$ cat config.mk
export PLATFORM = sky130hd
export DESIGN_NAME = ws2812_rx
export DESIGN_NICKNAME = d
export VERILOG_FILES = /design/src/rtl/ws2812_rx.sv
export SDC_FILE = /design/constraint.sdc
export NUM_CORES = 1
export LEC_CHECK = 0
export ABC_AREA = 1
export BUFFER_PORTS_ARGS = -buffer_cell sky130_fd_sc_hd__buf_2
export CORE_UTILIZATION = 33
export CTS_CLUSTER_DIAMETER = 80
export DETAILED_ROUTE_END_ITERATION = 12
export SLEW_MARGIN = 15
export SYNTH_ARGS = -nofsm -noshare
export SYNTH_HDL_FRONTEND = slang
export SYNTH_SLANG_ARGS = --single-unit
$ cat constraint.sdc
create_clock -name clk -period 4.2 [get_ports clk]
set_input_delay 0.63 -clock clk [delete_from_list [all_inputs] [get_ports clk]]
set_output_delay 0.63 -clock clk [all_outputs]
set_load 0.1 [all_outputs]
$ cat src/rtl/ws2812_rx.sv
// ws2812_rx: WS2812B serial receiver/decoder; define WS2812_RX_PASSTHRU_EN to add the chained dout output
module ws2812_rx #(
    parameter int THRESH       = 8,
    parameter int MIN_HIGH     = 2,
    parameter int MAX_HIGH     = 20,
    parameter int RESET_CYCLES = 600,
    parameter int CNT_W        = 16
) (
    input  logic        clk,
    input  logic        rst,
    input  logic        din,
    output logic [23:0] pix_data,
    output logic [7:0]  pix_idx,
    output logic        pix_valid,
    output logic        frame_done,
    output logic [7:0]  frame_pixels,
    output logic        err,
`ifdef WS2812_RX_PASSTHRU_EN
    output logic        dout,
`endif
    output logic        busy
);
    localparam logic [CNT_W-1:0] THR  = CNT_W'(THRESH);
    localparam logic [CNT_W-1:0] MINH = CNT_W'(MIN_HIGH);
    localparam logic [CNT_W-1:0] MAXH = CNT_W'(MAX_HIGH);
    localparam logic [CNT_W-1:0] RC   = CNT_W'(RESET_CYCLES);

    typedef enum logic [1:0] {SYNC, IDLE, HIGH, LOW} state_t;

    state_t           state_q, state_d;
    logic             s1_q, ds_q, dp_q;
    logic [CNT_W-1:0] hcnt_q, hcnt_d, lcnt_q, lcnt_d;
    logic [22:0]      word_q, word_d;
    logic [4:0]       bitcnt_q, bitcnt_d;
    logic [7:0]       pcnt_q, pcnt_d;
    logic [23:0]      pix_data_q, pix_data_d;
    logic [7:0]       pix_idx_q, pix_idx_d, frame_pixels_q, frame_pixels_d;
    logic             pix_valid_q, pix_valid_d, frame_done_q, frame_done_d, err_q, err_d;
    logic             rise, fall, bit_v;

    assign rise  = ds_q & ~dp_q;
    assign fall  = ~ds_q & dp_q;
    assign bit_v = hcnt_q >= THR;

    // Next-state: pulse measurement, bit classification, word assembly and frame-gap detection
    always_comb begin
        state_d        = state_q;
        hcnt_d         = hcnt_q;
        lcnt_d         = lcnt_q;
        word_d         = word_q;
        bitcnt_d       = bitcnt_q;
        pcnt_d         = pcnt_q;
        pix_data_d     = pix_data_q;
        pix_idx_d      = pix_idx_q;
        frame_pixels_d = frame_pixels_q;
        pix_valid_d    = 1'b0;
        frame_done_d   = 1'b0;
        err_d          = 1'b0;
        case (state_q)
            SYNC: begin
                lcnt_d = ds_q ? '0 : lcnt_q + 1'b1;
                if (!ds_q && (lcnt_q + 1'b1) >= RC) begin
                    state_d = IDLE;
                    lcnt_d  = '0;
                end
            end
            IDLE: begin
                if (rise) begin
                    state_d = HIGH;
                    hcnt_d  = CNT_W'(1);
                end
            end
            HIGH: begin
                if (fall) begin
                    if (hcnt_q < MINH || hcnt_q > MAXH) begin
                        err_d    = 1'b1;
                        bitcnt_d = '0;
                        pcnt_d   = '0;
                        lcnt_d   = '0;
                        state_d  = SYNC;
                    end else begin
                        state_d = LOW;
                        lcnt_d  = CNT_W'(1);
                        if (bitcnt_q == 5'd23) begin
                            pix_data_d  = {bit_v, word_q};
                            pix_valid_d = 1'b1;
                            pix_idx_d   = pcnt_q;
                            bitcnt_d    = '0;
                            pcnt_d      = (&pcnt_q) ? pcnt_q : pcnt_q + 1'b1;
                        end else begin
                            word_d[bitcnt_q] = bit_v;
                            bitcnt_d         = bitcnt_q + 1'b1;
                        end
                    end
                end else begin
                    hcnt_d = (&hcnt_q) ? hcnt_q : hcnt_q + 1'b1;
                end
            end
            LOW: begin
                if (lcnt_q >= RC) begin
                    frame_done_d   = 1'b1;
                    frame_pixels_d = pcnt_q;
                    err_d          = bitcnt_q != 5'd0;
                    pcnt_d         = '0;
                    bitcnt_d       = '0;
                    state_d        = IDLE;
                end else if (rise) begin
                    state_d = HIGH;
                    hcnt_d  = CNT_W'(1);
                end else begin
                    lcnt_d = lcnt_q + 1'b1;
                end
            end
            default: state_d = SYNC;
        endcase
    end

    // State, synchroniser and output registers
    always_ff @(posedge clk or posedge rst) begin
        if (rst) begin
            state_q        <= SYNC;
            s1_q           <= 1'b0;
            ds_q           <= 1'b0;
            dp_q           <= 1'b0;
            hcnt_q         <= '0;
            lcnt_q         <= '0;
            word_q         <= '0;
            bitcnt_q       <= '0;
            pcnt_q         <= '0;
            pix_data_q     <= '0;
            pix_idx_q      <= '0;
            frame_pixels_q <= '0;
            pix_valid_q    <= 1'b0;
            frame_done_q   <= 1'b0;
            err_q          <= 1'b0;
        end else begin
            state_q        <= state_d;
            s1_q           <= din;
            ds_q           <= s1_q;
            dp_q           <= ds_q;
            hcnt_q         <= hcnt_d;
            lcnt_q         <= lcnt_d;
            word_q         <= word_d;
            bitcnt_q       <= bitcnt_d;
            pcnt_q         <= pcnt_d;
            pix_data_q     <= pix_data_d;
            pix_idx_q      <= pix_idx_d;
            frame_pixels_q <= frame_pixels_d;
            pix_valid_q    <= pix_valid_d;
            frame_done_q   <= frame_done_d;
            err_q          <= err_d;
        end
    end

    assign pix_data     = pix_data_q;
    assign pix_idx      = pix_idx_q;
    assign pix_valid    = pix_valid_q;
    assign frame_done   = frame_done_q;
    assign frame_pixels = frame_pixels_q;
    assign err          = err_q;
    assign busy         = state_q == HIGH || state_q == LOW;

`ifdef WS2812_RX_PASSTHRU_EN
    logic pt_q, pt_d, dout_q;

    assign pt_d = (frame_done_d | err_d) ? 1'b0 : (pix_valid_d && pcnt_q == 8'd0) ? 1'b1 : pt_q;

    // Pass-through: the first pixel is consumed, later pixels are forwarded one clk behind ds
    always_ff @(posedge clk or posedge rst) begin
        if (rst) begin
            pt_q   <= 1'b0;
            dout_q <= 1'b0;
        end else begin
            pt_q   <= pt_d;
            dout_q <= pt_d & ds_q;
        end
    end

    assign dout = dout_q;
`endif
endmodule

# Yosys cells after proc, flatten, opt, wreduce, memory -nomap -nowiden
# Cells that the tools add are included.
[word_totals]
ff_bits = 116
out_inout_bits = 44
[op_classes]
n_addsub = 4
order_cmp = 7
eq_ne = 13
n_mux = 42
bitwise_logic = 6
reduce_logical = 20
[ops]
columns = ["operator", "n"]
rows = [
  ["16-bit 2-to-1 mux", 9],
  ["16-bit case mux with 3 select lines", 2],
  ["8-bit 2-to-1 mux", 5],
  ["16-bit by 1-bit adder with 16-bit output (second input constant)", 2],
  ["16-bit by 10-bit >= comparator with 1-bit output (second input constant)", 2],
  ["23-bit bitwise mux", 1],
  ["5-bit 2-to-1 mux", 4],
  ["16-bit by 4-bit >= comparator with 1-bit output (second input constant)", 1],
  ["16-bit by 5-bit greater-than comparator with 1-bit output (second input constant)", 1],
  ["16-bit by 2-bit < comparator with 1-bit output (second input constant)", 1],
  ["8-bit case mux with 2 select lines", 1],
  ["16-bit AND reduction", 1],
  ["4-bit AND reduction", 4],
  ["2-bit inequality test (second input constant)", 7],
  ["1-bit 2-to-1 mux", 11],
  ["2-bit 2-to-1 mux", 5],
  ["5-bit case mux with 2 select lines", 1],
  ["8-bit by 1-bit adder with 8-bit output (second input constant)", 1],
  ["2-bit case mux with 4 select lines", 1],
  ["8-bit AND reduction", 1],
  ["5-bit by 6-bit < comparator with 1-bit output (second input constant)", 1],
  ["3-bit inequality test (second input constant)", 2],
  ["3-bit nonzero test", 2],
  ["5-bit by 1-bit adder with 5-bit output (second input constant)", 1],
  ["17 further kinds", 25],
]

# Longest topological paths before layout
# Gate-level depths: netlist (run 1).
[logic_depth]
word_depth = 6
mapped_depth = 14
mapped_depth_nobuf = 14

# Least setup slack after synthesis (run 1)
# OpenSTA, ideal clock, no wires.
[synth_path]
kind = "reg2out"
start = "reg state_q[1]"
end = "out busy"
arrival_time_ps = 1246
required_ps = 3570
slack_ps = 2324
path_stages_with_launch = 2
n_path_buf = 1
path_cell_list = "dfrtp_1 -> clkbuf_1"
[synth_between]
elab_chain_cells = 2
[synth_rtl]
columns = ["item", "line", "source"]
rows = [
  ["from (decl)", "30", "state_t state_q, state_d;"],
  ["from (signal assigned)", "137", "state_q <= state_d;"],
  ["2-bit == test", "161", "assign busy = state_q == HIGH || state_q == LOW;"],
  ["1-bit logical OR (*)", "161", ""],
  ["to (decl)", "21", "output logic busy"],
]
# Every way passes the cells marked *; elsewhere a longest branch is shown, timed or not.

# Worst setup path in the final report (run 1)
[layout_path]
start = "reg lcnt_q[8]"
end = "reg hcnt_q[8]"
[layout_between]
elab_chain_cells = 3
[layout_rtl]
columns = ["item", "line", "source"]
rows = [
  ["from (decl)", "32", "logic [CNT_W-1:0] hcnt_q, hcnt_d, lcnt_q, lcnt_d;"],
  ["from (signal assigned)", "142", "lcnt_q <= lcnt_d;"],
  ["16-bit by 10-bit >= comparator with 1-bit output", "100", "if (lcnt_q >= RC) begin"],
  ["2-bit inequality test (no source line)", "n/a", ""],
  ["4-bit AND reduction (no source line)", "n/a", ""],
  ["to (signal assigned)", "141", "hcnt_q <= hcnt_d;"],
  ["to (decl)", "32", ""],
]
# No other way between the ends.
# A chain may end at the register's enable or synchronous reset.

==> results of run 1 <==
-- worst min path at each step --
| stage | from | endpoint | slack [ps] | cells past startpoint |
|---|---|---|---|---|
| 2_1_floorplan | s1_q | ds_q | 330 | 0 |
| 5_1_grt | din | s1_q | 310 | 1 |
| 3_3_place_gp | s1_q | ds_q | 340 | 0 |
| 4_1_cts | din | s1_q | 300 | 1 |
| 3_5_place_dp | s1_q | ds_q | 340 | 0 |
| 6_report | rst | pix_data[21] | 300 | 2 |
-- state kept, by name, indices dropped and copies added, names as in the netlist, 2 cells and up --
register,flops
bitcnt_q,5
hcnt_q,16
pcnt_q,8
pix_data,24
word_q,23
frame_pixels,8
pix_idx,8
lcnt_q,16
state_q,2
-- cell type report --
| type | count | area share, % |
|---|---|---|
| sequential | 116 | 41.1 |
| inverter | 112 | 5.99 |
| timing repair buffer | 47 | 3.54 |
| tap | 229 | 4.06 |
| clock buffer | 17 | 6.02 |
| clock inverter | 15 | 2.21 |
| multi-input combinational | 514 | 37.1 |
-- cell usage after synthesis (2+ instances only) --
cell and n:
clkbuf_1 4, nand3_1 52, nor2_1 136, nor2_2 3, dfrtp_1 116, o21ai_0 27, ha_1 9, inv_2 6
buf_2 7, a31oi_1 2, inv_1 106, nor3_1 32, a21oi_1 19, nor4_1 3, nand2_1 133, o21ai_1 6
o2111ai_1 2, nand4_1 20, o31ai_1 8, buf_6 6, xor2_1 15, nand2_2 11, mux2i_1 24
-- cells by family after synthesis --
kind of cell	count (synthesis)
compound gates	68
xor+xnor	16
fa+ha+maj	9
buf+inv	130
flops	116
mux	24
simple gates	397
-- per-stage QoR --
step / total power, µW / setup slack [ps]
after floorplan: 1170 / 498
after global placement: 1190 / 1550
after detailed placement: 1190 / 1550
after CTS: 2640 / 1520
after global routing: 2700 / 1190
final: 2600 / 1500
-- power by group through the flow --
stage | clock network, µW | registers [µW] | logic [µW]
2_1_floorplan | 0 | 1140 | 28.2
3_3_place_gp | 0 | 1150 | 39.9
3_5_place_dp | 0 | 1150 | 40.4
4_1_cts | 1470 | 1130 | 40.6
5_1_grt | 1530 | 1130 | 45.6
6_report | 1440 | 1130 | 37.8
-- worst max-delay path: stages, from the launching register on --
cell     delay, ps
dfrtp_1        450
nand2_1        160
nand3_1         80
inv_1           60
nand4_1        180
nand2_1        520
nand2_2        240
inv_1          190
nand2_2        200
inv_2          280
nand4_1        130
o21ai_0        110
-- layer usage --
layer	routed length [µm]	global-route usage, %	vias up
met1	6530	20.9	2323
met3	511	4.42	20
met4	236	5.80	0
met5	0	0	-
met2	6030	23.4	87
li1	-	-	2541
==> results.yml, run 1 <==
yosys:
  synth_cells: 760
  synth-edff-count: 0
  synth_top_area_share_pct: 47.9
  yosysTopAreaCell: "dfrtp_1"
  avgSynthCellArea_um2: 7.98
  synth_warnings: 0
  netlist_top_cells_area: "dfrtp_1 48%, nor2_1 8.4%, nand2_1 8.2%, inv_1 6.6%, nand3_1 4.3%"
  synth_nets: 772
  async_reset_ff_share_pct: 100
  yosys.area_share.adder_pct: 1.86
  synth_top_family_by_area: "simple AND/OR/NAND/NOR gates"
  synthMuxAreaShare_pct: 3.96
  synth_xor_area_share_pct: 2.31
  synth-main-ff-cell: "dfrtp_1"
  ys_seq_area_share_pct: 47.9
  ys_types: 36
  ys_seq_elements: 116
  synth_compound_area_share_pct: 6.33
  synth-simple-area-share_pct: 28.7
  synth_area_um2: 6070
place:
  portBuffers: 46
  place_inst: 1018
  dpl-instance-area_um2: 6480
  dp_hpwl_mm: 9.23
  gp_congestion: 0.824
sta:
  finalSetupViolations: 0
  worst_pin_slew_ps: 971
  hold_viol: 0
  fmax_mhz: 371
  rsz0062_at_grt: "no"
  hold_ws_ps: 303
  max_slew_margin_pct: 35.1
  clock_skew_ps: 9.64
  slew_violations: 0
  post-route-min-period_ps: 2700
  setup_tns_ps: 0
  period_share_pct: 64.2
drt:
  ant_nets: 0
  drt_wl_total_mm: 13.3
  routed_via_density: 4.73
  drtIter0Drc: 340
  dr.pass1.iters: 5
  route.vias.total: 4971
  drt-wirelength-per-cell_um: 12.7
  remaining_drc_errors: 0
cells_and_area:
  drive_above_1_share_pct: 12.9
  final_nets: 820
  ff_latch_area_um2: 2900
  num_antenna_cells: 0
  layout_commonest_cell: "nor2_1"
  area_growth_pct: 16.4
  fin_util_pct: 39.3
  multi_input_area_um2: 2620
  layout_common_cells: "136 x nor2_1, 133 x nand2_1, 116 x dfrtp_1"
  final_cell_count_no_fill: 1050
  final_cell_area_um2: 7060
  nFillCells: 1842
clock_network:
  ctsLongestPathBuffers: 2
  cts_buffers: 17
  ctsHoldBuffers: 0
  cts_root_buf: "clkbuf_16"
  cts-resized-gates: 0
  clock_sinks: 116
  h-tree-depth: 4
  post_cts_buffers: 0
  cts_tree: "done"
  path_clk_slew_ps: 60
  clock_latency_ps: 420
power:
  ir_drop_v: 0.000261
  p_comb_share_pct: 1.5
  sequentialPowerShare_pct: 43.3
  powerDensity_nw_per_um2: 368
  p_sw_uw: 632
  clkPwrFrac_pct: 55.2
  p_int_uw: 1970
  p_leak_uw: 0.00392
  p_sw_share_pct: 24.3
worst_setup_path:
  reg2reg_depth: 11
  startpoint_type: "flip-flop"
  reg2reg_slack_ps: 1500
  crit_path_max_fanout: 20
  path_class: "flip-flop to flip-flop"
  cp.required_ps: 4540
  startpoint: "lcnt_q[8]"
  r2r_start: "lcnt_q[8]"
  r2r-end: "hcnt_q[8]"
  critPathArrivalTime_ps: 3030
  worstSetupEndpointType: "flip-flop"
  setup.worst_path.end: "hcnt_q[8]"
global_route:
  grt_max_degree: 66
  antenna_found_initial: 0
  grt-ovfl-total: 0
  grt_pass1_wl_mm: 22.9
  grt_pass1_vias: 4704
  grt_util_all_layers_pct: 15.5
floorplan:
  die_x_um: 138
  rows: 49
  coreArea_um2: 18000
  dieArea_um2: 18900
  die_height_um: 138
  io-pin-count: 47
  initial_utilization_pct: 33.8
outcome:
  outcome: "complete, no violations"
flow_run:
  cap_violations: 0
min_path:
  min_path_type: "input port to async pin"
(Power assumes the default switching activity.)
==> run 2: changes to the inputs <==
==> constraint.sdc (replaced) <==
create_clock -name clk -period 2.8 [get_ports clk]
set_input_delay 0.42 -clock clk [delete_from_list [all_inputs] [get_ports clk]]
set_output_delay 0.42 -clock clk [all_outputs]
set_load 0.1 [all_outputs]
==> results.yml, run 2 (synthesis gave the netlist of run 1 again) <==
outcome:
  outcome: "complete, no violations"
sta:
  period_share_pct: 77.4
  fmax_mhz: 462
  post-route-min-period_ps: 2170
  slew_violations: 0
  rsz0062_at_grt: "no"
  setup_tns_ps: 0
  clock_skew_ps: 14.4
  hold_viol: 0
  hold_ws_ps: 123
  worst_slack_ps: 634
  max_slew_margin_pct: 54.5
  worst_pin_slew_ps: 677
  finalSetupViolations: 0
global_route:
  antenna_found_initial: 0
  grt_pass1_vias: 4417
  grt_pass1_wl_mm: 21.9
  grt_util_all_layers_pct: 14.9
  grt-ovfl-total: 0
  grt_max_degree: 117
clock_network:
  cts-resized-gates: 0
  path_clk_slew_ps: 60
  cts_buffers: 17
  cts_root_buf: "clkbuf_16"
  cts_tree: "done"
  ctsHoldBuffers: 0
  h-tree-depth: 4
  post_cts_buffers: 0
  clock_sinks: 116
  ctsLongestPathBuffers: 2
  clock_latency_ps: 420
floorplan:
  io-pin-count: 47
  die_height_um: 138
  dieArea_um2: 18900
  rows: 49
  initial_utilization_pct: 33.8
  coreArea_um2: 18000
  die_x_um: 138
drt:
  remaining_drc_errors: 0
  drtIter0Drc: 339
  routed_via_density: 4.73
  drt-wirelength-per-cell_um: 12.4
  route.vias.total: 4989
  dr.pass1.iters: 5
  ant_nets: 0
  drt_wl_total_mm: 13.1
power:
  p_sw_uw: 887
  powerDensity_nw_per_um2: 550
  p_int_uw: 3030
  clkPwrFrac_pct: 55.4
  total_power_uw: 3910
  p_leak_uw: 0.00395
  sequentialPowerShare_pct: 43.2
  p_sw_share_pct: 22.7
  ir_drop_v: 0.000424
  p_comb_share_pct: 1.4
worst_setup_path:
  path_buf_inv: 5
  crit_family: "simple AND/OR/NAND/NOR gates"
  crit_top_cell: "inv_1"
  cp_slowest_cell: "dfrtp_1"
  cpPeakStageDelay_ps: 390
  worstPathCellList: "inv_1, ha_1, inv_1, nand3_1, nand3_1, nor2_1, nand2_1, inv_2, nand3_4, buf_12, mux2i_1, inv_1"
  startpoint_type: "flip-flop"
  cp.required_ps: 3100
  crit_path_max_fanout: 31
  path_class: "flip-flop to flip-flop"
  critPathArrivalTime_ps: 2470
  worstSetupEndpointType: "flip-flop"
cells_and_area:
  final_nets: 824
  num_antenna_cells: 0
  layout_common_cells: "136 x nor2_1, 133 x nand2_1, 116 x dfrtp_1"
  layout_commonest_cell: "nor2_1"
  drive_above_1_share_pct: 13.3
  area_growth_pct: 17.4
  fin_util_pct: 39.6
  largest_reg_flops: 24
place:
  pre_cts_ws_ps: 672
  dp_hpwl_mm: 9.19
  portBuffers: 46
  gp_congestion: 0.831
flow_run:
  cap_violations: 0
min_path:
  min_path_type: "input port to flip-flop"
run 2: final timing paths:
path / endpoint / slack (ps) / start / depth (start not counted)
max: pix_data[20] / 630 / hcnt_q[1] / 12
min: s1_q / 120 / din / 1
max reg2reg: pix_data[20] / 630 / hcnt_q[1] / 12
min reg2reg: ds_q / 380 / s1_q / 0
max in group asynchronous: hcnt_q[15] / 2120 / rst / 3
min in group asynchronous: pix_data[0] / 140 / rst / 3
run 2: power by group through the flow:
stage | combinational, µW | clock [µW] | sequential, µW
after floorplan | 42.7 | 0 | 1720
after global placement | 60.2 | 0 | 1720
after detailed placement | 60.0 | 0 | 1720
after CTS | 60.3 | 2240 | 1690
after global routing | 68.9 | 2310 | 1690
final | 56.1 | 2170 | 1690
run 2: layout make-up:
| class | count | area (µm²) |
|---|---|---|
| inverters | 112 | 424 |
| multi-input cells | 514 | 2620 |
| clock inverters | 15 | 170 |
| repair buffers | 51 | 293 |
| well taps | 229 | 287 |
| fillers | 1798 | 10800 |
| flip-flops and latches | 116 | 2900 |
| clock buffers | 17 | 425 |
run 2: per-stage QoR:
stage	cells	area, µm²
after CTS	1054	7120
after global routing	1054	7120
after floorplan	760	6070
after global placement	1022	6520
after detailed placement	1022	6520
final	1054	7120
run 2: worst register-to-register path: cells and delay by family, from the launching register on:
| kind | cells | cell delay (ps) |
|---|---|---|
| adder cells (fa/ha/maj) | 1 | 180 |
| AND/OR/NAND/NOR | 5 | 660 |
| buffers and inverters | 5 | 630 |
| multiplexers | 1 | 180 |
| flip-flops | 1 | 390 |
run 2: layer usage:
layer	vias to the layer above	global-route usage [%]	routed length, µm
met5	-	0	0
met4	0	5.31	162
met3	11	3.64	550
met2	107	21.5	5700
met1	2319	21.5	6690
li1	2552	-	-
==> run 3: changes to the inputs <==
==> constraint.sdc (replaced) <==
create_clock -name clk -period 2.25 [get_ports clk]
set_input_delay 0.3375 -clock clk [delete_from_list [all_inputs] [get_ports clk]]
set_output_delay 0.3375 -clock clk [all_outputs]
set_load 0.1 [all_outputs]
==> results.yml, run 3 (synthesis gave the netlist of run 1 again) <==
outcome:
  outcome: "complete, no violations"
global_route:
  grt-ovfl-total: 0
  antenna_found_initial: 0
  grt_max_degree: 42
  grt_pass1_wl_mm: 22.8
  grt_pass1_vias: 4642
  use_met3_pct: 3.94
  grt_util_all_layers_pct: 15.4
  met1_usage_pct: 22.0
  grt_use_met2_pct: 22.3
  global_route.peak_usage_layer: "met2"
cells_and_area:
  nFillCells: 1814
  layout_common_cells: "135 x nor2_1, 133 x nand2_1, 116 x dfrtp_1"
  area_growth_pct: 19.4
  final_cell_area_um2: 7240
  layout_commonest_cell: "nor2_1"
  drive_above_1_share_pct: 14.5
  largest_reg_flops: 24
  num_antenna_cells: 0
  final_nets: 834
clock_network:
  cts_tree: "done"
  ctsLongestPathBuffers: 2
  clock_sinks: 116
  path_clk_slew_ps: 60
  post_cts_buffers: 0
  cts_buffers: 17
  ctsHoldBuffers: 0
  cts_root_buf: "clkbuf_16"
  h-tree-depth: 4
  clock_latency_ps: 410
drt:
  drt-wirelength-per-cell_um: 12.7
  drtIter0Drc: 347
  remaining_drc_errors: 0
  routed_via_density: 4.74
  route.vias.total: 5047
  ant_nets: 0
  dr.pass1.iters: 5
  drt_wl_total_mm: 13.5
sta:
  rsz0062_at_grt: "no"
  fmax_mhz: 498
  post-route-min-period_ps: 2010
  hold_viol: 0
  max_slew_margin_pct: 58.8
  finalSetupViolations: 0
  clock_skew_ps: 7.89
  slew_violations: 0
  worst_slack_ps: 241
  worst_pin_slew_ps: 616
  period_share_pct: 89.3
  setup_tns_ps: 0
worst_setup_path:
  path_class: "flip-flop to flip-flop"
  cp.required_ps: 2540
  worstSetupEndpointType: "flip-flop"
  critPathArrivalTime_ps: 2300
  crit_path_max_fanout: 12
  startpoint_type: "flip-flop"
  reg2reg_slack_ps: 240
place:
  gp_congestion: 0.860
  dp_hpwl_mm: 9.73
  portBuffers: 46
  pre_cts_ws_ps: 230
  dpl-instance-area_um2: 6610
floorplan:
  io-pin-count: 47
  rows: 49
  die_x_um: 138
  dieArea_um2: 18900
  die_height_um: 138
  coreArea_um2: 18000
  initial_utilization_pct: 33.8
power:
  p_leak_uw: 0.00401
  powerDensity_nw_per_um2: 695
  ir_drop_v: 0.000452
  total_power_uw: 5030
min_path:
  min_path_type: "input port to async pin"
flow_run:
  cap_violations: 0
## run 3: cell count changes in the layout (fill, tap and decap cells not counted), moves of 2 or more
cell | before | now
clkinv_4 | 3 | 0
clkbuf_8 | 0 | 4
inv_8 | 2 | 0
buf_4 | 3 | 12
clkinvlp_4 | 2 | 5
inv_6 | 5 | 2
## run 3: final cells by class
type                       instances  area (µm²)  area share, %
sequential                       116        2900           40.1
multi-input combinational        514        2620           36.2
clock buffer                      21         480           6.63
inverter                         112         424           5.86
timing repair buffer              61         380           5.25
tap                              229         287           3.96
clock inverter                    11         148           2.04
## run 3: worst max-delay path, stage by stage (launching register included)
cell	delay [ps]
dfrtp_1	400
inv_1	120
ha_1	150
inv_1	50
nand3_1	80
nand2_1	90
nor3_4	280
nand2_2	100
nor2_4	170
nand2_2	200
nor3_1	190
nor2_1	70
## run 3: per-layer routing
metal,vias to the layer above,part of all wire [%],wire [µm]
li1,2563,-,-
met1,2385,50,6750
met2,84,45,6010
met3,15,4.2,560
met4,0,1.3,171
met5,-,0,0
## run 3: path summary, 6_finish.rpt
check,endpoint,depth (start not counted),start
max,word_q[17],11,hcnt_q[1]
min in group clk,s1_q,1,din
min,pix_data[12],2,rst
max reg2reg,word_q[17],11,hcnt_q[1]
max in group asynchronous,lcnt_q[11],3,rst
min reg2reg,ds_q,0,s1_q
## run 3: power breakdown
group	internal (µW)	switching [µW]
clock	1860	985
combinational	20.9	60.9
sequential	2090	7.33
## run 3: repair_timing
item / in CTS / in global routing
gates resized for setup: 0 / 1
endpoints found under the setup margin: 0 / 9
hold endpoints to repair: 0 / 0
## run 3: per-stage QoR
step           hold slack, ps  util [%]  std cells
6_report                 3.77      40.3       1064
5_1_grt                  20.8      40.3       1064
4_1_cts                  2.60      40.3       1064
3_5_place_dp              351      36.8       1032
3_3_place_gp              358      36.8       1032
2_1_floorplan             331         -        760
